[config.mk]
export PLATFORM = sky130hd
export DESIGN_NAME = penc_823_evt
export DESIGN_NICKNAME = d
export VERILOG_FILES = /design/src/rtl/penc_pkg.sv /design/src/rtl/penc_83_comb.sv /design/src/rtl/penc_823_evt.sv
export SDC_FILE = /design/constraint.sdc
export NUM_CORES = 1
export LEC_CHECK = 0
export CAP_MARGIN = 10
export CORE_ASPECT_RATIO = 0.75
export CORE_MARGIN = 5
export CORE_UTILIZATION = 40
export DETAILED_ROUTE_END_ITERATION = 12
export MAX_ROUTING_LAYER = met4
export PLACE_DENSITY_LB_ADDON = 0.2
export SLEW_MARGIN = 25
export SYNTH_ARGS = -nofsm -noshare
export SYNTH_HDL_FRONTEND = slang
export SYNTH_SLANG_ARGS = --single-unit
export TNS_END_PERCENT = 1
[constraint.sdc]
create_clock -name clk -period 2.75 [get_ports clk]
set_input_delay 0.275 -clock clk [delete_from_list [all_inputs] [get_ports clk]]
set_output_delay 0.275 -clock clk [all_outputs]
set_load 0.03 [all_outputs]
[src/rtl/penc_pkg.sv]
// Shared types and helpers for the 8-to-3 event encoder.
// Request vector/index typedefs, load-mask and popcount helpers.
package penc_pkg;

  localparam int N_IN  = 8;
  localparam int IDX_W = 3;

  typedef logic [N_IN-1:0]  req_t;
  typedef logic [IDX_W-1:0] idx_t;

  function automatic req_t onehot8(input idx_t idx);
    return req_t'(1) << idx;
  endfunction

  // More than one bit set: clearing the lowest set bit leaves something.
  function automatic logic popcnt_gt1(input req_t vec);
    return (vec & (vec - req_t'(1))) != '0;
  endfunction

endpackage

[src/rtl/penc_83_comb.sv]
// Combinational 8:3 priority encoder.
// Ports: vec_i, prio_high_i (1: highest index wins) -> idx_o, any_o.
module penc_83_comb
  import penc_pkg::*;
(
  input  req_t vec_i,
  input  logic prio_high_i,
  output idx_t idx_o,
  output logic any_o
);

  // Later loop iterations override earlier ones, so scan order sets priority.
  always_comb begin
    idx_o = '0;
    if (prio_high_i) begin
      for (int i = 0; i < N_IN; i++)
        if (vec_i[i]) idx_o = idx_t'(i);
    end else begin
      for (int i = N_IN - 1; i >= 0; i--)
        if (vec_i[i]) idx_o = idx_t'(i);
    end
  end

  assign any_o = |vec_i;

endmodule

[src/rtl/penc_823_evt.sv]
// Sequential 8-to-3 event encoder with valid/ready output slot.
// Ports: clk, rst_n, req_i, out_rdy_i, clr_ovf_i -> out_vld_o, out_idx_o, more_o, ovf_o.
module penc_823_evt
  import penc_pkg::*;
#(
  parameter bit PRIO_HIGH = 1'b1
) (
  input  logic             clk,
  input  logic             rst_n,
  input  logic [N_IN-1:0]  req_i,
  input  logic             out_rdy_i,
  input  logic             clr_ovf_i,
  output logic             out_vld_o,
  output logic [IDX_W-1:0] out_idx_o,
  output logic             more_o,
  output logic             ovf_o
);

  req_t pend_q, pend_d;
  logic vld_q, vld_d;
  idx_t idx_q, idx_d;
  logic more_q, more_d;
  logic ovf_q, ovf_d;

  idx_t sel;
  logic any;
  logic free;
  logic load;
  req_t load_mask;

  penc_83_comb u_enc (
    .vec_i       (pend_q),
    .prio_high_i (PRIO_HIGH),
    .idx_o       (sel),
    .any_o       (any)
  );

  always_comb begin
    free      = !vld_q | out_rdy_i;
    load      = free & any;
    load_mask = load ? onehot8(sel) : '0;
    // Set wins over clear: a fresh request on the loaded line re-pends it.
    pend_d    = (pend_q & ~load_mask) | req_i;
    vld_d     = free ? any : vld_q;
    idx_d     = load ? sel : idx_q;
    more_d    = load ? popcnt_gt1(pend_q) : more_q;
    // A same-edge duplicate beats the clear.
    ovf_d     = (|(req_i & pend_q & ~load_mask))
              | (ovf_q & ~clr_ovf_i);
  end

  always_ff @(posedge clk or negedge rst_n) begin
    if (!rst_n) begin
      pend_q <= '0;
      vld_q  <= 1'b0;
      idx_q  <= '0;
      more_q <= 1'b0;
      ovf_q  <= 1'b0;
    end else begin
      pend_q <= pend_d;
      vld_q  <= vld_d;
      idx_q  <= idx_d;
      more_q <= more_d;
      ovf_q  <= ovf_d;
    end
  end

  assign out_vld_o = vld_q;
  assign out_idx_o = idx_q;
  assign more_o    = more_q;
  assign ovf_o     = ovf_q;

endmodule

---- Word-level counts from Yosys, hierarchy flattened ----
Index checks and enable logic that the tools add are counted.
word-level totals
  input bits .............................. 12
  flip-flop bits (word level) ............. 14
  logic and storage cells ................. 30
  output and inout port bits .............. 6
cells by class
  add/subtract/negate cells ............... 1
  bitwise operators ....................... 11
  muxes and demuxes ....................... 8
  shift-type cells ........................ 1
  reduce and logical (&&, ||, !) cells .... 4
operator list
  operator               number
  $and A8 B8 Y8          4
  $reduce_or A8 Y1       2
  $mux W3                4
  $mux W8                1
  $not A8 Y8             1
  $or A8 B8 Y8           1
  $reduce_bool A8 Y1     1
  $shl A1 B3 Y8 const A  1
  $sub A8 B1 Y8 const B  1
  $mux W2                2
  $and A1 B1 Y1          2
  $or A1 B1 Y1           2
  $logic_not A1 Y1       1
  $mux W1                1
  $not A1 Y1             1

---- Longest topological paths before layout ----
  depth in word-level cells ............... 13
  depth in mapped cells ................... 5
  gate-level depth less buffers ........... 4

---- Modules after synthesis ----
Synthesis repeated with hierarchy kept, for this count alone.
unflattened totals
  cell total of the unflattened synthesis .. 93
  area total of the unflattened synthesis .. 860.8 sq um
by module, submodules not included
  module        seq. area each (sq um)  area each (sq um)  times used  cells an instance
  penc_823_evt  350.3                   730.7              1           71
  penc_83_comb  0.0                     130.1              1           22

---- Least setup slack after synthesis ----
No wires, ideal clock.
  kind .................................... register -> register
  from .................................... reg pend_q[4]
  to ...................................... reg ovf_q (netlist: ovf_o)
  setup time .............................. 136 ps
  clock period less this slack ............ 1471 ps
  path slack .............................. 1279 ps
  data arrival time ....................... 1335 ps
  path buffers ............................ 1
  cell stages (with the launch flop) ...... 6
  data required time ...................... 2614 ps
  cells stage by stage .................... dfrtp_1 -> buf_6 -> nor4_4 -> nand3_1 -> a311oi_1 -> nand3_1
on the way
  cells in the longest elaborated chain, start to end .. 10
  elaborated cells on any way between the ends .. 13
  classes of those cells .................. 1 x shift; 5 x mux; 5 x bitwise; 2 x reduce/logical
ends and longest elaborated chain
  element                 RTL line            source
  start, declared         penc_823_evt.sv:19  req_t pend_q, pend_d;
  start signal, assigned  penc_823_evt.sv:60  pend_q <= pend_d;
  $mux W3 (4 in series)   penc_83_comb.sv:17  if (vec_i[i]) idx_o = idx_t'(i);
  $shl A1 B3 Y8           penc_pkg.sv:12      return req_t'(1) << idx;
  $mux W8                 penc_823_evt.sv:41  load_mask = load ? onehot8(sel) : '0;
  $not A8 Y8              penc_823_evt.sv:48  ovf_d = (|(req_i & pend_q & ~load_mask))
  $and A8 B8 Y8 *         penc_823_evt.sv:48
  $reduce_or A8 Y1 *      penc_823_evt.sv:48
  $or A1 B1 Y1 *          penc_823_evt.sv:49  | (ovf_q & ~clr_ovf_i);
  via ovf_d               penc_823_evt.sv:23  logic ovf_q, ovf_d;
  end signal, assigned    penc_823_evt.sv:64  ovf_q <= ovf_d;
  end, declared           penc_823_evt.sv:23
The timed path passes the listed nets; every way through them passes the cells marked *.
A chain may end at the register's enable or synchronous reset.

---- Final worst setup path ----
  from .................................... reg pend_q[5]
  to ...................................... reg ovf_q (netlist: ovf_o)
on the way
  cells in the longest elaborated chain, start to end .. 9
  elaborated cells on any way between the ends .. 12
  classes of those cells .................. 1 x shift; 4 x mux; 5 x bitwise; 2 x reduce/logical
ends and longest elaborated chain
  element                RTL line
  $mux W3 (3 in series)  penc_83_comb.sv:17
  $shl A1 B3 Y8          penc_pkg.sv:12
  $mux W8                penc_823_evt.sv:41
  $not A8 Y8             penc_823_evt.sv:48
  $and A8 B8 Y8 *        penc_823_evt.sv:48
  $reduce_or A8 Y1 *     penc_823_evt.sv:48
  $or A1 B1 Y1 *         penc_823_evt.sv:49
  via ovf_d              penc_823_evt.sv:23
Marked as above.

==> run_results.csv <==
group,metric,value,unit
clock_network,cts_hold_repair.buffers,0,
sta,tightest_slew,0.627,ns
yosys,synth_cell_types,32,
pwr,p_sw_frac,0.247,
pwr,max-vdd-ir-drop,0.366,mV
yosys,synth_fp_nets,90,
yosys,synthArstFlopShare,1.00,
pwr,p_int,0.000290,W
route,top_layer_used,"met4",
clock_network,cts_made_buffers,3,
clock_network,cts-resized-gates,0,
global_routing,grt.overflow.total,0,
pwr,p_switching,0.0000953,W
yosys,synth-seq-cells,14,
clock_network,cts_tree,"built",
floorplanning,chipHeight,47.7,um
flow_run,drv_cap,0,
worst_setup_path,crit_arrival,1.84,ns
worst_hold_path,worstHoldPathType,"in -> async",
yosys,synth_ff_type,"dfrtp_1",
floorplanning,core_area,0.00177,mm2
route,wl_met1,768,um
worst_setup_path,critPathKind,"reg -> reg",
floorplanning,dieArea,0.00287,mm2
route,finalWirelength,1690,um
route,vias,668,
worst_setup_path,reg2reg_setup_slack,1.07,ns
yosys,syn_area_per_cell,9.70,um2
sta,drv_slew,0,
global_routing,antenna_found_initial,0,
route,dr.pass1.iters,4,
clock_network,clk_latency,0.28,ns
route,vias_per_cell,5.81,
floorplanning,io_pins,18,
sta,slew_headroom,0.581,
global_routing,grt_pass1_wl,2620,um
final_layout,drive_gt1_frac,0.0645,
sta,fin_crit_sh,0.612,
route,met2_wirelength,721,um
clock_network,clk_pin_slew,0.08,ns
sta,hold_viol,0,
placed_design,place_inst,112,
route,wire_per_inst,14.7,um
sta,timing.setup.tns,0,ns
worst_setup_path,required,2.90,ns
worst_setup_path,reg2reg_depth,4,
clock_network,cts_max_level,1,
placed_design,io_buffer_count,17,
placed_design,gp_congestion,0.849,
floorplanning,start_util,0.427,
final_layout,num_antenna_cells,0,
sta,max_freq,594,MHz
yosys,yosysSeqAreaShare,0.463,
pwr,power_leakage,0.336,nW
worst_setup_path,setup.worst_path.start,"pend_q[5]",
yosys,ys.warnings.count,0,
floorplanning,die_w,60.2,um
sta,setup_viol,0,
floorplanning,fp-row-count,13,
final_layout,fin_nets,107,
yosys,syn_inst,78,
yosys,netlist_area,757,um2
worst_setup_path,reg2reg_from,"pend_q[5]",
sta,grt_setup_unrepaired,"false",
sta,hold_slack,0.383,ns
worst_setup_path,critPathMaxFanout,10,
yosys,synth_edf_count,0,
global_routing,grt_pass1_vias,561,
pwr,seqPwrFrac,0.567,
global_routing,grt_max_degree,15,
sta,period_needed,1.68,ns
sta,skew,0.00722,ns
pwr,power_frac_comb,0.145,
worst_setup_path,r2r_end,"ovf_o",
final_layout,area_growth,24.3,%
clock_network,root_buffer,"clkbuf_4",
pwr,p_clk_frac,0.289,
worst_setup_path,crit_end,"ovf_o",
pwr,pwr_density_cell,410,mW/mm2
route,ant_nets,0,
global_routing,gr-usage-all-layers,0.132,
clock_network,clock_path_buffers,2,
worst_setup_path,cp-start-kind,"flip-flop",
route,drc,0,
final_layout,fin_cells,115,
route,wl_met3,177,um
clock_network,post_cts_buffers,0,
worst_setup_path,cp-end-kind,"flip-flop",
placed_design,dpl.hpwl,1290,um
clock_network,clock_sinks,14,
route,drtIter0Drc,45,
status,status,"complete, no violations",
[layer usage]
metal / up-vias / global-route usage
li1: 323 / -
met1: 305 / 0.180
met2: 36 / 0.188
met3: 4 / 0.0485
met4: 0 / 0.0265
met5: - / -
[stage by stage]
stage | utilization | power [W] | setup WS [ns] | instance area [um2]
2_1_floorplan | - | 0.000246 | 1.28 | 757
3_3_place_gp | 0.518 | 0.000278 | 0.963 | 918
3_5_place_dp | 0.518 | 0.000278 | 0.979 | 918
4_1_cts | 0.531 | 0.000391 | 1.07 | 941
5_1_grt | 0.531 | 0.000401 | 0.919 | 941
6_report | 0.531 | 0.000385 | 1.07 | 941
[sequential cells by signal, summed over array words and instances, names as in the netlist]
register and flops:
ovf_o 1, out_idx_o 3, out_vld_o 1, pend_q 8, more_o 1
[cell usage after synthesis, types with 2 or more instances]
cell,instances,area share
a21o_1,6,0.059
a21oi_1,3,0.020
a31oi_1,4,0.033
buf_6,2,0.030
dfrtp_1,14,0.46
inv_1,3,0.015
nand2_1,6,0.030
nand2b_1,3,0.025
nand3_1,3,0.020
nor2_1,4,0.020
nor2b_1,2,0.017
nor3_1,3,0.020
o21ai_0,6,0.040
[final cells by class]
| type | count | area, um2 |
|---|---|---|
| tap | 22 | 27.5 |
| inverter | 3 | 11.3 |
| multi-input combinational | 56 | 359 |
| fill | 167 | 832 |
| timing repair buffer | 17 | 170 |
| clock buffer | 3 | 22.5 |
| sequential | 14 | 350 |
[power groups by stage]
| stage | Sequential (W) | Clock (W) | Combinational [W] |
|---|---|---|---|
| floorplan | 0.000227 | 0 | 0.0000191 |
| global placement | 0.000222 | 0 | 0.0000560 |
| detailed placement | 0.000222 | 0 | 0.0000559 |
| CTS | 0.000218 | 0.000116 | 0.0000560 |
| global route | 0.000219 | 0.000120 | 0.0000608 |
| finish | 0.000218 | 0.000111 | 0.0000557 |
[placed cells by master (no fill, tap or decap), types with 2 or more instances in the layout]
master,n
clkdlybuf4s50_1,17
dfrtp_1,14
o21ai_0,6
nand2_1,6
a21o_1,6
nor2_1,4
a31oi_1,4
nand2b_1,3
nor3_1,3
nand3_1,3
inv_1,3
a21oi_1,3
clkbuf_4,3
nor2b_1,2
[worst min-delay path by stage]
stage                 startpoint      endpoint  slack [ns]
floorplan                  rst_n        more_o       -0.02
global placement    out_idx_o[1]  out_idx_o[1]        0.48
detailed placement  out_idx_o[1]  out_idx_o[1]        0.48
CTS                        rst_n     pend_q[4]        0.41
global route               rst_n     pend_q[4]        0.45
finish                     rst_n     pend_q[4]        0.38
[logic make-up after synthesis]
family / share of synthesized area
and+or+nand+nor: 0.212
AOI/OAI and AO/OA: 0.263
DFF: 0.463
buffers and inverters: 0.0628
[critical path: stages, from the launching register on]
cell and delay [ns]:
dfrtp_1 0.51, nor4_4 0.43, nand3_1 0.21, a311oi_1 0.31, nand3_1 0.10
(Power assumes the default switching activity.)
